## src/rtl/key_pulse_gen.sv

```systemverilog
// key_pulse_gen: pushbutton conditioner. Synchronises a raw bouncing key,
// debounces both press and release, and emits one clk-wide strobe per
// confirmed press, with optional auto-repeat while the key stays held.
module key_pulse_gen #(
  parameter int DEBOUNCE_CYCLES = 500000,
  parameter int HOLD_CYCLES     = 25000000,
  parameter int REPEAT_CYCLES   = 5000000,
  parameter int CNT_W           = 25,
  parameter int ACTIVE_LOW      = 1
) (
  input  logic clk,
  input  logic clr,
  input  logic btn_raw,
  input  logic repeat_en,
  output logic pulse,
  output logic level,
  output logic busy
);

  localparam int SYNC_STAGES = 2;

  // Terminal counts; the timer is compared against these and cleared on
  // every state change, so it never needs to wrap.
  localparam logic [CNT_W-1:0] DEB_LAST = CNT_W'(DEBOUNCE_CYCLES - 1);
  localparam logic [CNT_W-1:0] HOLD_LAST = CNT_W'(HOLD_CYCLES - 1);
  localparam logic [CNT_W-1:0] REP_LAST = CNT_W'(REPEAT_CYCLES - 1);

  typedef enum logic [2:0] {
    IDLE      = 3'd0,
    PRESS_CHK = 3'd1,
    HELD      = 3'd2,
    REPEAT    = 3'd3,
    REL_CHK   = 3'd4
  } state_t;

  state_t                 state_reg, state_next;
  logic [CNT_W-1:0]       timer_reg, timer_next;
  logic                   pulse_reg, pulse_next;
  logic                   level_reg, level_next;
  logic [SYNC_STAGES-1:0] sync_reg;
  logic                   pressed;
  logic                   p_s;

  // Normalise polarity so that 1 always means "pressed" from here on.
  assign pressed = btn_raw ^ (ACTIVE_LOW != 0);
  assign p_s     = sync_reg[SYNC_STAGES-1];

  // Two-flop synchroniser for the asynchronous key level; resets to released.
  always_ff @(posedge clk) begin
    if (clr) begin
      sync_reg <= '0;
    end else begin
      sync_reg <= {sync_reg[SYNC_STAGES-2:0], pressed};
    end
  end

  // State, timer and registered outputs.
  always_ff @(posedge clk) begin
    if (clr) begin
      state_reg <= IDLE;
      timer_reg <= '0;
      pulse_reg <= 1'b0;
      level_reg <= 1'b0;
    end else begin
      state_reg <= state_next;
      timer_reg <= timer_next;
      pulse_reg <= pulse_next;
      level_reg <= level_next;
    end
  end

  // Next-state logic. A change on p_s is checked before any timer limit so
  // a bounce or release on the limit edge never produces a pulse.
  always_comb begin
    state_next = state_reg;
    timer_next = timer_reg;
    pulse_next = 1'b0;
    level_next = level_reg;
    unique case (state_reg)
      IDLE: begin
        level_next = 1'b0;
        timer_next = '0;
        if (p_s) begin
          state_next = PRESS_CHK;
        end
      end
      PRESS_CHK: begin
        if (!p_s) begin
          state_next = IDLE;
          timer_next = '0;
        end else if (timer_reg == DEB_LAST) begin
          state_next = HELD;
          timer_next = '0;
          pulse_next = 1'b1;
          level_next = 1'b1;
        end else begin
          timer_next = timer_reg + 1'b1;
        end
      end
      HELD: begin
        level_next = 1'b1;
        if (!p_s) begin
          state_next = REL_CHK;
          timer_next = '0;
        end else if (!repeat_en) begin
          timer_next = '0;
        end else if (timer_reg == HOLD_LAST) begin
          state_next = REPEAT;
          timer_next = '0;
          pulse_next = 1'b1;
        end else begin
          timer_next = timer_reg + 1'b1;
        end
      end
      REPEAT: begin
        level_next = 1'b1;
        if (!p_s) begin
          state_next = REL_CHK;
          timer_next = '0;
        end else if (!repeat_en) begin
          state_next = HELD;
          timer_next = '0;
        end else if (timer_reg == REP_LAST) begin
          timer_next = '0;
          pulse_next = 1'b1;
        end else begin
          timer_next = timer_reg + 1'b1;
        end
      end
      REL_CHK: begin
        level_next = 1'b1;
        if (p_s) begin
          // Release bounce: return to HELD without a fresh press pulse.
          state_next = HELD;
          timer_next = '0;
        end else if (timer_reg == DEB_LAST) begin
          state_next = IDLE;
          timer_next = '0;
          level_next = 1'b0;
        end else begin
          timer_next = timer_reg + 1'b1;
        end
      end
      default: begin
        state_next = IDLE;
        timer_next = '0;
        level_next = 1'b0;
      end
    endcase
  end

  assign pulse = pulse_reg;
  assign level = level_reg;
  assign busy  = (state_reg != IDLE);

endmodule

```

## config.mk

```make
export PLATFORM = sky130hd
export DESIGN_NAME = key_pulse_gen
export DESIGN_NICKNAME = d
export VERILOG_FILES = /design/src/rtl/key_pulse_gen.sv
export SDC_FILE = /design/constraint.sdc
export NUM_CORES = 1
export LEC_CHECK = 0
export BUFFER_PORTS_ARGS = -buffer_cell sky130_fd_sc_hd__clkbuf_2
export CELL_PAD_IN_SITES_DETAIL_PLACEMENT = 0
export CELL_PAD_IN_SITES_GLOBAL_PLACEMENT = 1
export CORE_MARGIN = 2
export CORE_UTILIZATION = 47
export CTS_CLUSTER_DIAMETER = 150
export DETAILED_ROUTE_END_ITERATION = 12
export PLACE_DENSITY_LB_ADDON = 0.25
export SYNTH_ARGS = -nofsm -noshare
export SYNTH_HDL_FRONTEND = slang
export SYNTH_SLANG_ARGS = --single-unit
export TNS_END_PERCENT = 100
```

## constraint.sdc

```tcl
create_clock -name clk -period 2.7 [get_ports clk]
set_input_delay 0.135 -clock clk [delete_from_list [all_inputs] [get_ports clk]]
set_output_delay 0.135 -clock clk [all_outputs]
set_load 0.05 [all_outputs]
```

# ---- Word level (Yosys, flattened, before mapping)
# Cells that the tools add are included.
dict set report totals {
  register_bits 32
  inputBits 4
  output_inout_bits 3
  word_cells 62
}
dict set report classes {
  n_addsub 1
  n_eq_ne 15
  n_mux 35
  n_bitwise 1
  n_reduce_logical 5
}
# cell n
set ops {}
lappend ops {{2-to-1 mux 25 bit} 9}
lappend ops {{case mux 25 bit (4 select lines)} 1}
lappend ops {{2-to-1 mux 3 bit} 10}
lappend ops {{adder 25 x 1 -> 25 bit (second input constant)} 1}
lappend ops {{== test 25 x 19 -> 1 bit (second input constant)} 1}
lappend ops {{== test 25 x 23 -> 1 bit (second input constant)} 1}
lappend ops {{== test 25 bit (second input constant)} 1}
lappend ops {{!= test 3 bit (second input constant)} 5}
lappend ops {{case mux 3 bit (5 select lines)} 1}
lappend ops {{2-to-1 mux 1 bit} 12}
lappend ops {{== test 3 x 2 -> 1 bit (second input constant)} 2}
lappend ops {{!= test 2 bit (second input constant)} 3}
lappend ops {{case mux 1 bit (3 select lines)} 2}
lappend ops {{AND reduction 6 bit} 1}
lappend ops {{== test 3 x 1 -> 1 bit (second input constant)} 1}
lappend ops {{== test 3 bit (second input constant)} 1}
lappend ops {{zero test 3 bit} 1}
lappend ops {{nonzero test 3 bit} 1}
lappend ops {{AND reduction 2 bit} 1}
lappend ops {{OR reduction 2 bit} 1}
lappend ops {{inverter 1 bit} 1}

# ---- Depth between registers and ports, before layout
# Gate-level depths: netlist (run 1).
dict set report depth {
  word_depth 5
  mapped_depth 7
  ltp_nobuf 6
}

# ---- Worst setup path before layout (run 1)
# OpenSTA, ideal clock, no wires.
dict set report synth_timing {
  path_kind {reg2reg}
  start {reg timer_reg[10]}
  end {reg timer_reg[14]}
  setup_time_ns 0.115
  t_arrival_ns 1.833
  t_required_ns 2.585
  setup_slack_ns 0.752
  path_stages_with_launch 7
  path_buffers 1
  synth_period_minus_slack_ns 1.948
  cell_sequence {dfxtp_1 or4_4 nor4_4 o21ai_2 a32oi_4 buf_6 nor2_2}
}
dict set report synth_via {
  elab_chain_len 5
  elab_cells_between_ends 14
  classes_between {add/sub: 1; eq/ne: 3; mux: 10}
}
# element line_no
set synth_lines {}
lappend synth_lines {{from (decl)} 37} ;# logic [CNT_W-1:0] timer_reg, timer_next;
lappend synth_lines {{from (signal assigned)} 66} ;# timer_reg <= timer_next;
lappend synth_lines {{adder 25 x 1 -> 25 bit, or another cell as far along} n/a}
lappend synth_lines {{2-to-1 mux 25 bit, on equally long branches} {123, 107}}
lappend synth_lines {{2-to-1 mux 25 bit, on equally long branches} {120, 105}}
lappend synth_lines {{2-to-1 mux 25 bit, on equally long branches} {117, 102}}
lappend synth_lines {{case mux 25 bit (4 select lines) (*)} 79} ;# unique case (state_reg)
# Every way passes the cells marked *; elsewhere a longest branch is shown, timed or not.
# A chain may end at the register's enable or synchronous reset.

# ---- Worst setup path in the final report (run 1)
dict set report layout_timing {
  start {reg timer_reg[10]}
  end {reg timer_reg[6]}
}
dict set report layout_via {
  elab_chain_len 5
  elab_cells_between_ends 13
  classes_between {eq/ne: 3; mux: 10}
}
# element line_no
set layout_lines {}
lappend layout_lines {{== test 25 x 23 -> 1 bit or == test 25 bit (tied branches)} {123, 107}}
lappend layout_lines {{2-to-1 mux 25 bit, on equally long branches} {123, 107}}
lappend layout_lines {{2-to-1 mux 25 bit, on equally long branches} {120, 105}}
lappend layout_lines {{2-to-1 mux 25 bit, on equally long branches} {117, 102}}
lappend layout_lines {{case mux 25 bit (4 select lines) (*)} 79}
# Marks and branches as above.

==> impl_metrics.yaml, run 1 <==
global_route:
  grt_pass1_vias: 1358
  grt_start_max_net_pins: 17
  grt_overflow_total: 0
  antenna_found_initial: 0
  grt_pass1_wl_um: 6080
  track_usage_pct: 18.4
detailed_routing:
  dr.pass1.iters: 4
  vias: 1371
  wirelength_um: 3370
  avgRoutedWirePerCell_um: 13.9
  drc_errors: 0
  drtIter0Drc: 115
  avgViaCountPerCell: 5.64
  antenna_left: 0
die:
  core-area_um2: 3610
  num_io_pins: 7
  die_h_um: 64.9
  rows: 22
  initial_core_util_pct: 48.4
  dieArea_um2: 4210
  die_w_um: 64.9
synth:
  synth_xor_area_share_pct: 11.5
  synth_top_family_by_area: "simple AND/OR/NAND/NOR gates"
  syn_inst: 191
  yosys_warnings: 0
  synthMostInstantiatedCell: "dfxtp_1"
  ys_top_cells_by_count: "dfxtp_1, nor2_1, xor2_1"
  ys_types: 50
  synth-edff-count: 0
  avgSynthCellArea_um2: 9.13
  synth_top_area_cell: "dfxtp_1"
  yosysTopAreaCellShare_pct: 36.7
  synth_ff_type: "dfxtp_1"
  synth_mux_area_share_pct: 0.574
  ys_ff_latch: 32
  synth-simple-area-share_pct: 35.6
  synth_compound_area_share_pct: 9.18
  syn-num-nets: 196
  synthArstFlopShare_pct: 0
  ys_top_cells_by_area: "dfxtp_1, xor2_1, nor2_1"
  syn_area_um2: 1740
  synth_adder_area_share_pct: 0.717
  yosysSeqAreaShare_pct: 36.7
cts:
  numCtsBuffers: 5
  htreeDepth: 2
  cts_sinks: 32
  post_cts_buffers: 0
  clock_latency_ns: 0.29
  clk_pin_slew_worst_paths_ns: 0.07
  cts_tree: "done"
  clock_path_buffers: 2
  cts_hold_buf: 1
  cts_resized: 0
  cts_root_buffer: "clkbuf_8"
final_layout:
  fin_nets: 199
  antennaDiodeCount: 0
  final_cell_area_um2: 1880
  post-route-util_pct: 52.1
  largest_reg_flops: 25
  drive_above_1_share_pct: 19.0
  layout-area-overhead-vs-synth_pct: 7.75
hold_path:
  holdPathStages: 2
  hold_end: "sync_reg[0]"
  hold_path.class: "in -> reg"
  hold_start: "clr"
outcome:
  status: "complete, no violations"
critical_path:
  cp.required_ns: 2.87
  cp_data_arrival_time_ns: 2.35
  timing.rr.end: "timer_reg[6]"
  r2r_start: "timer_reg[10]"
  cp_max_fo: 16
  r2r_cells: 6
  r2r_setup_slack_ns: 0.52
  end_kind: "flop"
  crit_path_start_kind: "flop"
  crit_type: "reg -> reg"
place:
  hpwl_um: 2450
  place_congestion: 0.856
  place_area_um2: 1760
  place_ws_ns: 0.568
  port_buffers: 6
timing:
  setup_viol: 0
  setup_tns_ns: 0
  finalHoldViolations: 0
  fmaxAchievable_ghz: 0.459
  worstMarginPinSlew_ns: 0.659
  fin_skew_ns: 0.00693
  max_slew_margin_pct: 54.9
  slew_viol_final: 0
  fin_hold_ws_ns: 0.140
  fin_ws_ns: 0.523
  finalCritPeriodShare_pct: 80.6
  rsz0062_at_grt: "false"
  finalCriticalPeriod_ns: 2.18
pwr:
  p_leak_nw: 0.596
  vdd_drop_max_mv: 0.338
  power_density_nw_per_um2: 501
flow_run:
  cap_violations: 0
==> layout by cell type, fill, tap and decap left out, types with 2 or more instances in the layout <==
master / count
a21oi_1: 4
nor2_1: 19
inv_1: 2
nor2b_1: 2
a31oi_1: 3
and4bb_2: 2
xnor2_1: 4
and2_1: 2
nor4_1: 4
nand3_1: 8
and3_1: 5
or3_1: 3
and4_1: 4
nor4_2: 2
o211ai_1: 2
buf_4: 2
nor2_2: 10
o21ai_0: 4
a211oi_1: 2
nand4_1: 10
clkbuf_2: 6
nand2b_1: 3
or4bb_1: 3
xor2_1: 19
nand2_1: 9
dfxtp_1: 32
clkbuf_8: 5
==> per-stage QoR <==
stage	total power [mW]	cells
finish	0.942	243
global route	0.975	243
CTS	0.952	243
detailed placement	0.497	234
global placement	0.497	234
floorplan	0.494	191
==> worst max-delay path: stages, from the launching register on <==
cell and delay (ns):
dfxtp_1 0.34, or4_4 0.56, nor2_1 0.26, nand4_1 0.29, a32oi_4 0.28, buf_4 0.25, nor2_1 0.07
==> final cells by class <==
cell class / instances / area [um2]
Clock buffer: 5 / 68.8
Clock inverter: 3 / 42.5
Timing Repair Buffer: 9 / 55.1
Sequential cell: 32 / 641
Inverter: 2 / 7.51
Fill cell: 341 / 1730
Tap cell: 48 / 60.1
Multi-Input combinational cell: 144 / 1000
==> layer usage <==
metal / global-route usage (%) / up-vias / wire, um
li1: - / 691 / -
met1: 22.6 / 653 / 1570
met2: 30.7 / 22 / 1650
met3: 5.38 / 5 / 107
met4: 6.12 / 0 / 40
met5: 0 / - / 0
==> logic make-up after synthesis <==
logic type / Yosys count
AND/OR/NAND/NOR: 98
buffers and inverters: 15
flip-flops: 32
multiplexers: 1
AO/OA/AOI/OAI: 21
adder cells (fa/ha/maj): 1
XOR/XNOR: 23
==> worst max path at each step <==
stage                  start            end  slack, ns  cells after the start
4_1_cts        timer_reg[10]   timer_reg[6]       0.56                      6
3_5_place_dp   timer_reg[10]   timer_reg[6]       0.57                      6
5_1_grt         timer_reg[0]   state_reg[1]       0.41                      6
2_1_floorplan  timer_reg[10]  timer_reg[14]       0.75                      6
6_report       timer_reg[10]   timer_reg[6]       0.52                      6
3_3_place_gp   timer_reg[10]   timer_reg[7]       0.59                      6
==> power breakdown <==
part | switching, mW | total (mW) | internal (mW)
registers | 0.00198 | 0.475 | 0.473
logic | 0.00643 | 0.0124 | 0.00593
clock network | 0.182 | 0.454 | 0.273
Power figures use the tool's default switching activity.
==> run 2, diff against run 1 <==
clock period = 2.2 ns   (was 2.7 ns; I/O delays follow)
==> impl_metrics.yaml, run 2 (synthesis results as in run 1) <==
outcome:
  status: "complete, no violations"
die:
  initial_core_util_pct: 48.4
  rows: 22
  core-area_um2: 3610
  num_io_pins: 7
  dieArea_um2: 4210
  die_w_um: 64.9
  die_h_um: 64.9
final_layout:
  drive_above_1_share_pct: 20.8
  mostFrequentLayoutCells: "dfxtp_1, nor2_1, xor2_1"
  antennaDiodeCount: 0
  layout-area-overhead-vs-synth_pct: 10.3
  final_common_cell: "dfxtp_1"
  largest_reg_flops: 25
  post-route-util_pct: 53.3
  fin_nets: 206
  fill_cells: 345
detailed_routing:
  wl_met3_um: 140
  wl_met2_um: 1750
  drtIter0Drc: 87
  m1WireLength_um: 1730
  vias: 1399
  dr.pass1.iters: 4
  wirelength_um: 3630
  drc_errors: 0
  antenna_left: 0
  highest_layer: "met4"
  avgViaCountPerCell: 5.60
  avgRoutedWirePerCell_um: 14.5
cts:
  clk_pin_slew_worst_paths_ns: 0.06
  htreeDepth: 2
  clock_latency_ns: 0.28
  cts_tree: "done"
  clock_path_buffers: 2
  post_cts_buffers: 0
  cts_sinks: 32
  cts_resized: 0
  numCtsBuffers: 5
  cts_hold_buf: 1
  cts_root_buffer: "clkbuf_8"
global_route:
  track_usage_pct: 19.4
  grt_start_max_net_pins: 25
  grt_pass1_vias: 1351
  grt_overflow_total: 0
  antenna_found_initial: 0
  grt_pass1_wl_um: 6170
timing:
  finalCritPeriodShare_pct: 94.8
  worstMarginPinSlew_ns: 0.620
  fin_skew_ns: 0.00363
  fmaxAchievable_ghz: 0.480
  rsz0062_at_grt: "false"
  max_slew_margin_pct: 57.6
  setup_tns_ns: 0
  fin_ws_ns: 0.115
  setup_viol: 0
  slew_viol_final: 0
  finalCriticalPeriod_ns: 2.08
  finalHoldViolations: 0
pwr:
  p_int_mw: 0.843
  power_density_nw_per_um2: 549
  switching_share_pct: 20.2
  p_comb_share_pct: 1.5
  vdd_drop_max_mv: 0.306
  p_sw_mw: 0.213
  p_clk_share_pct: 43.2
  p_leak_nw: 0.634
  seqPwrFrac_pct: 55.2
critical_path:
  cp.required_ns: 2.37
  cp_max_fo: 24
  crit_type: "reg -> reg"
  r2r_setup_slack_ns: 0.12
  crit_path_start_kind: "flop"
  cp_data_arrival_time_ns: 2.26
  end_kind: "flop"
place:
  hpwl_um: 2670
  port_buffers: 6
  place_ws_ns: 0.159
  place_congestion: 0.814
hold_path:
  hold_path.class: "in -> reg"
flow_run:
  cap_violations: 0
run 2: cell types whose count changed in the layout (fill, tap and decap cells not counted), sizes merged:
| cell | before | now |
|---|---|---|
| clkbuf | 11 | 14 |
| clkinvlp | 1 | 0 |
| buf | 2 | 9 |
| bufinv | 1 | 0 |
| clkinv | 1 | 0 |
run 2: final timing paths:
path                 start             to  cells after the start
max          timer_reg[10]  timer_reg[13]                      6
min                    clr    sync_reg[0]                      2
max reg2reg  timer_reg[10]  timer_reg[13]                      6
min reg2reg    sync_reg[0]    sync_reg[1]                      1
run 2: critical path, cell delays in order (launching register included):
cell and delay, ns:
dfxtp_1 0.35, or4_4 0.57, nor2_1 0.20, nand4_1 0.26, a32oi_4 0.31, buf_12 0.21, nor2_1 0.07
run 2: metal layers:
metal | up-vias | global-route usage (%)
met5 | - | 0
met4 | 0 | 8.78
met3 | 2 | 5.21
met2 | 23 | 31.3
met1 | 672 | 24.0
li1 | 702 | -
run 2: final cells by class:
type	instances	area, um2	area share [%]
well taps	48	60.1	3.12
inverters	2	7.51	0.390
repair buffers	16	120	6.25
flip-flops and latches	32	641	33.3
multi-input cells	144	1000	52.2
clock buffers	8	90.1	4.68
run 2: through the flow:
step           area, um2  std cells  hold WS [ns]  power (mW)
4_1_cts             1920        250         0.101        1.07
3_3_place_gp        1820        241         0.267       0.610
2_1_floorplan       1740        191         0.182       0.607
3_5_place_dp        1820        241         0.271       0.611
6_report            1920        250         0.117        1.06
5_1_grt             1920        250         0.134        1.10
run 2: power by group through the flow:
stage	Combinational, mW	Clock (mW)	Sequential (mW)
6_report	0.0161	0.457	0.584
4_1_cts	0.0159	0.474	0.583
3_3_place_gp	0.0138	0	0.596
5_1_grt	0.0177	0.501	0.583
3_5_place_dp	0.0145	0	0.596
2_1_floorplan	0.0123	0	0.594
